## src/rtl/ppa_chunk_seq.sv

```systemverilog
// Chunked wide adder sequencer: feeds one DATA_WIDTH-bit slice per cycle to a shared
// prefix adder, LS chunk first, rippling the chunk carry through a carry register.
module ppa_chunk_seq #(
    parameter int DATA_WIDTH = 8,
    parameter int NUM_CHUNKS = 4,
    parameter int TOTAL_WIDTH = DATA_WIDTH * NUM_CHUNKS
) (
    input  logic                   clk,
    input  logic                   rst,
    input  logic                   in_valid,
    output logic                   in_ready,
    input  logic [TOTAL_WIDTH-1:0] in_a,
    input  logic [TOTAL_WIDTH-1:0] in_b,
    input  logic                   in_cin,
    output logic                   out_valid,
    input  logic                   out_ready,
    output logic [TOTAL_WIDTH-1:0] out_sum,
    output logic                   out_cout,
    output logic                   busy,
    output logic [DATA_WIDTH-1:0]  adder_a,
    output logic [DATA_WIDTH-1:0]  adder_b,
    output logic                   adder_cin,
    input  logic [DATA_WIDTH-1:0]  adder_sum,
    input  logic                   adder_cout
);

    // state | meaning
    // IDLE  | waiting for operands, in_ready high
    // RUN   | one chunk per cycle through the shared adder
    // DONE  | result presented until out_ready
    typedef enum logic [1:0] {
        IDLE = 2'd0,
        RUN  = 2'd1,
        DONE = 2'd2
    } state_t;

    localparam int KW = (NUM_CHUNKS > 1) ? $clog2(NUM_CHUNKS) : 1;
    localparam logic [KW-1:0] K_LAST = KW'(NUM_CHUNKS - 1);

    state_t                 state_q, state_d;
    logic [KW-1:0]          k_q, k_d;
    logic [TOTAL_WIDTH-1:0] a_q, a_d;
    logic [TOTAL_WIDTH-1:0] b_q, b_d;
    logic [TOTAL_WIDTH-1:0] sum_q, sum_d;
    logic                   carry_q, carry_d;

    always_ff @(posedge clk) begin
        if (rst) begin
            state_q <= IDLE;
            k_q     <= '0;
            a_q     <= '0;
            b_q     <= '0;
            sum_q   <= '0;
            carry_q <= 1'b0;
        end else begin
            state_q <= state_d;
            k_q     <= k_d;
            a_q     <= a_d;
            b_q     <= b_d;
            sum_q   <= sum_d;
            carry_q <= carry_d;
        end
    end

    always_comb begin
        state_d   = state_q;
        k_d       = k_q;
        a_d       = a_q;
        b_d       = b_q;
        sum_d     = sum_q;
        carry_d   = carry_q;
        in_ready  = 1'b0;
        out_valid = 1'b0;
        out_sum   = '0;
        out_cout  = 1'b0;
        busy      = 1'b0;
        adder_a   = '0;
        adder_b   = '0;
        adder_cin = 1'b0;

        unique case (state_q)
            IDLE: begin
                in_ready = 1'b1;
                if (in_valid) begin
                    a_d     = in_a;
                    b_d     = in_b;
                    carry_d = in_cin;
                    k_d     = '0;
                    state_d = RUN;
                end
            end
            RUN: begin
                busy      = 1'b1;
                adder_cin = carry_q;
                // constant-index slice mux keeps the chunk select free of variable part-selects
                for (int i = 0; i < NUM_CHUNKS; i++) begin
                    if (k_q == KW'(i)) begin
                        adder_a = a_q[i*DATA_WIDTH +: DATA_WIDTH];
                        adder_b = b_q[i*DATA_WIDTH +: DATA_WIDTH];
                        sum_d[i*DATA_WIDTH +: DATA_WIDTH] = adder_sum;
                    end
                end
                carry_d = adder_cout;
                if (k_q == K_LAST) begin
                    state_d = DONE;
                end else begin
                    k_d = k_q + 1'b1;
                end
            end
            DONE: begin
                busy      = 1'b1;
                out_valid = 1'b1;
                out_sum   = sum_q;
                out_cout  = carry_q;
                if (out_ready) begin
                    k_d     = '0;
                    state_d = IDLE;
                end
            end
            default: begin
                state_d = IDLE;
            end
        endcase
    end

endmodule

```

## config.mk

```make
export PLATFORM = sky130hd
export DESIGN_NAME = ppa_chunk_seq
export DESIGN_NICKNAME = d
export VERILOG_FILES = /design/src/rtl/ppa_chunk_seq.sv
export SDC_FILE = /design/constraint.sdc
export NUM_CORES = 1
export LEC_CHECK = 0
export CAP_MARGIN = 10
export CORE_UTILIZATION = 52
export DETAILED_ROUTE_END_ITERATION = 8
export GPL_TIMING_DRIVEN = 0
export PLACE_DENSITY = 0.86
export SYNTH_ARGS = -nofsm -noshare
export SYNTH_HDL_FRONTEND = slang
export SYNTH_SLANG_ARGS = --single-unit
```

## constraint.sdc

```tcl
create_clock -name clk -period 2.38 [get_ports clk]
set_input_delay 0.238 -clock clk [delete_from_list [all_inputs] [get_ports clk]]
set_output_delay 0.238 -clock clk [all_outputs]
set_load 0.05 [all_outputs]
```

==> summary.md <==
| Metric | Value |
|---|---|
| Number of distinct library cell variants in the gate-level netlist after synthesis | `31` |
| Most common cell type on the critical path | `sky130_fd_sc_hd__clkbuf_4` |
| Number of antenna violations at the first check in global routing | `0` |
| Fraction of the cycle the final worst path needs | `0.9590` |
| Largest family of logic cells by synthesized area | `simple AND/OR/NAND/NOR gates` |
| Overall fraction of global-route tracks in use | `0.2899` |
| CP arrival | `2.04 ns` |
| Worst Setup Slack post-DPL | `-0.1554 ns` |
| Highest signal layer in the routed design | `met4` |
| Wire length the detailed router placed on met1 | `5200 um` |
| Hold Violations, Final | `0` |
| Peak supply drop | `0.3143 mV` |
| Crit path max fanout | `10` |
| Clock transition at the registers of the reported paths | `0.09 ns` |
| Post-DR vias/cell | `5.504` |
| Count of input and output buffers | `130` |
| Most used DFF post-synth | `sky130_fd_sc_hd__dfxtp_1` |
| Post-Syn Instances | `612` |
| Worst-path cell chain | `inv_1 -> ha_1 -> buf_2 -> clkbuf_4 -> nand2_1 -> o21ai_1 -> a32o_1 -> clkbuf_4` |
| Mean routed wirelength per cell | `15.07 um` |
| Antenna diode count | `0` |
| Max-Slew Margin vs Limit | `0.6470` |
| Maximum cell stage delay along the critical path | `0.38 ns` |
| Total Die Area | `9264 um^2` |
| Drc violations | `0` |
| First drt pass iteration count | `7` |
| Final critical-path setup slack | `0.09763 ns` |
| Async S/R FF share, synth | `0` |
| Fraction of the mapped netlist area in adder cells | `0.02167` |
| Synthesis-to-layout area growth | `34.15%` |
| Die Span Y | `96.25 um` |
| Unrepaired setup endpoints after global routing | `yes` |
| DIE WIDTH | `96.25 um` |
| Synth top area share | `0.4377` |
| Maxcap violations | `0` |
| Number of buffers inserted for hold repair after clock tree synthesis | `0` |
| Synth Area in Simple Gates | `0.2505` |
| Max Slew Vio Count | `0` |
| Cell-internal power | `2.616 mW` |
| Synthesized Nets | `698` |
| Slowest-stage cell, CP | `sky130_fd_sc_hd__dfxtp_4` |
| Tmin final | `2.282 ns` |
| Final design area excluding fillers | `6197 um^2` |
| Class of the tightest hold or removal check | `in -> reg` |
| Setup fix buffers added after clock tree synthesis | `0` |
| Maximum number of pins on one net before global-route repair | `16` |
| Combinational cell fraction of total power | `0.171` |
| Pleak | `2.385 nW` |
| RD Place Congestion | `0.8954` |
| Data required time of the worst path | `2.14 ns` |
| Fin nets | `838` |
| Initial standard-cell utilization of the core | `0.5323` |
| Iteration-0 DRC Markers | `315` |
| FILL cells | `703` |
| Part of the Yosys area used for sequential elements | `0.4377` |
| Kind of end point of the critical path | `output port` |
| Boundary Pins | `131` |
| Sinks on Clock Net | `101` |
| Global-route wire length before repair | `20360 um` |
| Flip-flop and latch count after synthesis | `101` |
| Total length of routed wires | `13040 um` |
| Category of the worst setup path launch point | `flip-flop` |
| Share of final-layout standard cells stronger than drive strength 1 | `0.1361` |
| Final cell count without fillers | `865` |
| Xor-xnor portion of the synthesized cell area | `0` |
| Number of levels in the clock H-tree | `3` |
| Summed instance area of the synthesized netlist | `4619 um^2` |
| Transition time of the tightest slew-check pin | `0.5295 ns` |
| Finish-stage setup viols | `0` |
| DPL Wire Length | `9727 um` |
| Number of standard-cell rows in the floorplan | `34` |
| Part of the total power dissipated in the clock network | `0.320` |
| Multiplexer fraction of the synthesized cell area | `0.002167` |
| Post-synthesis area per instance | `7.548 um^2` |
| Clock network latency to the later pin of the worst-skew pair | `0.36 ns` |
| Placed instance area | `6056 um^2` |
| Area contributors post-synth | `sky130_fd_sc_hd__dfxtp_1, sky130_fd_sc_hd__nand2_1, sky130_fd_sc_hd__a21oi_1` |
| Setup_tns | `0 ns` |
| Worst clock skew | `0.007658 ns` |
| WP buf/inv | `4` |
| Final core utilization | `0.7141` |
| Delay-heaviest family, CP | `buffers and inverters` |
| Pwr/cell area | `578.0 nW/um^2` |
| Kind of critical path | `reg -> out` |
| Met2 Routed Length | `6569 um` |
| Minimum hold slack | `0.4206 ns` |
| Complex-gate fraction of the synthesized area | `0.2045` |
| Number of enable flip-flop cells after synthesis | `0` |
| Net switching power figure | `0.9657 mW` |
| Sw Ratio | `0.2696` |
| TritonCTS clock tree | `yes` |
| Total gr overflow | `0` |
| Cts bufs inserted | `9` |
| Total power | `3.582 mW` |
| Final antenna-violating net count | `0` |
| Biggest area consumer among synthesized cells | `sky130_fd_sc_hd__dfxtp_1` |
| Result of the run | `finished clean` |
| Clock buffer depth | `2` |
| Seq pwr share | `0.509` |
| Clock root buffer master | `sky130_fd_sc_hd__clkbuf_8` |
| Detail Route met3 WL | `944 um` |
| Number of global-route vias before repair | `4356` |
| Instance count after placement with tap cells included | `850` |
| Core Box Area | `8678 um^2` |
| Synth warnings | `0` |
| Achievable Freq | `0.4381 GHz` |
| Total vias in the final route | `4761` |
[placed cells by master, fill, tap and decap left out, drive strengths merged, types with 2 or more instances in the layout]
| cell | n |
|---|---|
| dfxtp | 101 |
| clkdlybuf4s15 | 20 |
| inv | 21 |
| nand2b | 4 |
| clkbuf | 49 |
| nand2 | 190 |
| ha | 8 |
| a32o | 16 |
| o21ai | 16 |
| and2 | 36 |
| clkdlybuf4s50 | 80 |
| nand3 | 25 |
| a21oi | 129 |
| dlygate4sd2 | 3 |
| buf | 40 |
| a31oi | 2 |
[cells in the mapped netlist, types with 2 or more instances]
cell and number:
sky130_fd_sc_hd__a21oi_1 129, sky130_fd_sc_hd__a31oi_1 2, sky130_fd_sc_hd__a32o_1 16, sky130_fd_sc_hd__and2_1 35, sky130_fd_sc_hd__buf_2 17, sky130_fd_sc_hd__buf_4 6
sky130_fd_sc_hd__buf_6 10, sky130_fd_sc_hd__clkbuf_1 17, sky130_fd_sc_hd__dfxtp_1 101, sky130_fd_sc_hd__ha_1 8, sky130_fd_sc_hd__inv_1 21, sky130_fd_sc_hd__nand2_1 190
sky130_fd_sc_hd__nand2b_1 4, sky130_fd_sc_hd__nand3_1 25, sky130_fd_sc_hd__o21ai_0 12, sky130_fd_sc_hd__o21ai_1 4
[routing by layer]
layer	up-vias	track usage
li1	2307	-
met2	225	0.5089
met4	0	0.1107
met5	-	0
met3	31	0.04344
met1	2198	0.3555
[cells by family after synthesis]
kind of cell,after synthesis
AND/OR/NAND/NOR,263
AO/OA/AOI/OAI,168
flip-flops,101
buffers and inverters,71
adder cells (fa/ha/maj),8
multiplexers,1
[worst paths after layout]
path,startpoint,end,slack [ns],cells past startpoint
max reg2reg,state_q[0]$_SDFFE_PP0P_,a_q[14]$_SDFFE_PP0P_,0.74,7
min,in_a[18],a_q[18]$_SDFFE_PP0P_,0.42,3
min reg2reg,sum_q[1]$_SDFFE_PP0P_,sum_q[1]$_SDFFE_PP0P_,0.46,2
max,k_q[0]$_SDFFE_PP0P_,adder_b[4],0.1,8
[repair_timing]
item,in CTS,in global routing
endpoints found under the hold margin,0,0
endpoints found under the setup margin,50,32
resized for setup,168,40
[flip-flops by register name, summed over array words and instances (netlist names)]
signal   cells
a_q         32
b_q         32
carry_q      1
k_q          2
state_q      2
sum_q       32
[power groups by stage]
stage / sequential (mW) / clock, mW / combinational (mW)
after floorplan: 1.84 / 0 / 0.356
after global placement: 1.86 / 0 / 0.589
after detailed placement: 1.86 / 0 / 0.604
after CTS: 1.82 / 1.14 / 0.601
after global routing: 1.83 / 1.22 / 0.664
final: 1.82 / 1.15 / 0.612
[worst reg2reg max path: cells and delay by family (launching register included)]
kind / cells / cell delay [ns]
buffers and inverters: 3 / 0.53
and+or+nand+nor: 2 / 0.21
DFF: 1 / 0.39
adders and majority gates: 1 / 0.28
AOI/OAI and AO/OA: 1 / 0.17
[area by class of cell]
cell class                      instances  area (um^2)  share of cell area
Inverter                               21        78.83             0.01272
Buffer                                 49        314.1             0.05068
Sequential cell                       101         2027              0.3271
Tap cell                              108        135.1             0.02181
Clock buffer                           13        168.9             0.02726
Clock inverter                          3        42.54            0.006865
Multi-Input combinational cell        440         2212              0.3570
Timing Repair Buffer                  130         1219              0.1966
Note: power is estimated with default switching activity, not from simulation.
==> patch, RTL diff (config.mk and constraints unchanged) <==
Encoding of `state_t`: now one-hot (3 bits for 3 states).
--- a/src/rtl/ppa_chunk_seq.sv
+++ b/src/rtl/ppa_chunk_seq.sv
@@ -28,10 +28,10 @@
     // IDLE  | waiting for operands, in_ready high
     // RUN   | one chunk per cycle through the shared adder
     // DONE  | result presented until out_ready
-    typedef enum logic [1:0] {
-        IDLE = 2'd0,
-        RUN  = 2'd1,
-        DONE = 2'd2
+    typedef enum logic [2:0] {
+        IDLE = 3'b001,
+        RUN  = 3'b010,
+        DONE = 3'b100
     } state_t;
 
     localparam int KW = (NUM_CHUNKS > 1) ? $clog2(NUM_CHUNKS) : 1;
Behaviour: no difference found for any inputs over 10 cycles, from zero or initial values and one cycle with rst high; not proved beyond that.
==> patch against the original RTL <==
Final area increased by 0.46%; setup slack lost 0.082 ns; power is 4.0% lower; wire length grew 2.5%; area after synthesis down 0.51%; via count shrank 2.8%; hold slack worse by 0.19 ns; sequential share of layout area rose by 0.21 points; sequential cell count is 1 higher; count of clock-buffer cells in the layout shrank 1; first-iteration DRC count is 5.4% higher; critical path type unchanged; highest routed layer unchanged.
==> patch: results (changes against the original RTL) <==
Yosys
  • Biggest area contributors in the synthesized netlist: sky130_fd_sc_hd__dfxtp_1, sky130_fd_sc_hd__nand2_1, sky130_fd_sc_hd__a21oi_1
  • Sequential-to-total area share from yosys stat: 0.444 (+0.00662)
  • Post-Syn Nets: 670 (-4.0%)

Global routing
  • Met3 track utilization from global routing: 0.0371 (-0.00632)
  • Pin count of the biggest net entering global routing: 17 (+1)
  • Global routing met1 resource utilization: 0.409 (+0.0536)
  • M2 GR Usage: 0.472 (-0.0372)

Cells and area
  • Fraction of layout instances using a drive strength above 1: 0.154 (+0.0181)
  • Fin cells: 838 (-3.1%)
  • Final Net Count: 810 (-3.3%)

Worst setup path
  • Family of cells with the greatest summed delay on the critical path: compound AO/OA/AOI/OAI gates
  • Data arrival at the endpoint of the critical path: 2.13 ns (+0.09 ns)
  • Peak fanout along the critical path: 12 (+2)
  • Reg2Reg Capture Point: sum_q[4]$_SDFFE_PP0P_
  • Register-to-register setup slack: 0.37 ns (-0.37 ns)
  • CP endpoint: adder_b[3]

Place
  • Placed cells: 822 (-3.3%)
  • Post-DP Area: 6020 sq um (-0.62%)
  • Setup slack after placement: -0.474 ns (-0.319 ns)

Routing
  • Total Wirelength: 13.4 mm (+2.5%)
  • M1 WL: 5.78 mm (+11%)
  • Number of vias per cell: 5.52 (+0.32%)
  • Number of DRC markers in iteration 0: 332 (+5.4%)
  • First drt pass iteration count: 6 (-1)

Timing
  • Actual slew at the worst max-slew pin: 0.621 ns (+0.0917 ns)
  • Final worst clock skew: 0.00809 ns (+0.000429 ns)

Min path
  • Worst Hold Depth: 2 (-1)
  • Hold-critical path endpoint: sum_q[7]$_SDFFE_PP0P_

Run status
  • Run status: finished clean

Power
  • Worst vdd rail ir drop: 0.359 mV (+14%)

Clocking
  • Total setup buffers inserted after CTS: 3 (+3)
[patch: cell types whose count changed after synthesis, moves of 18 or more]
cell and change:
sky130_fd_sc_hd__nand3_1 -25, sky130_fd_sc_hd__a21oi_1 -21, sky130_fd_sc_hd__mux2i_1 +23, sky130_fd_sc_hd__nor2_1 +25, sky130_fd_sc_hd__nand2_1 -28, sky130_fd_sc_hd__clkbuf_1 +18
[patch: cell families after synthesis]
logic type	Yosys count	synth area share
adders and majority gates	4	0.0109
AOI/OAI and AO/OA	130	0.163
and+or+nand+nor	255	0.261
buffers and inverters	73	0.0683
muxes	24	0.0523
DFF	102	0.444
[patch: area by class of cell]
class | count | area, sq um
tap | 105 | 131
timing repair buffer | 132 | 1190
inverter | 20 | 75.1
fill | 630 | 2160
multi-input combinational | 413 | 2290
sequential | 102 | 2050
clock buffer | 12 | 155
clock inverter | 4 | 55.1
buffer | 50 | 274
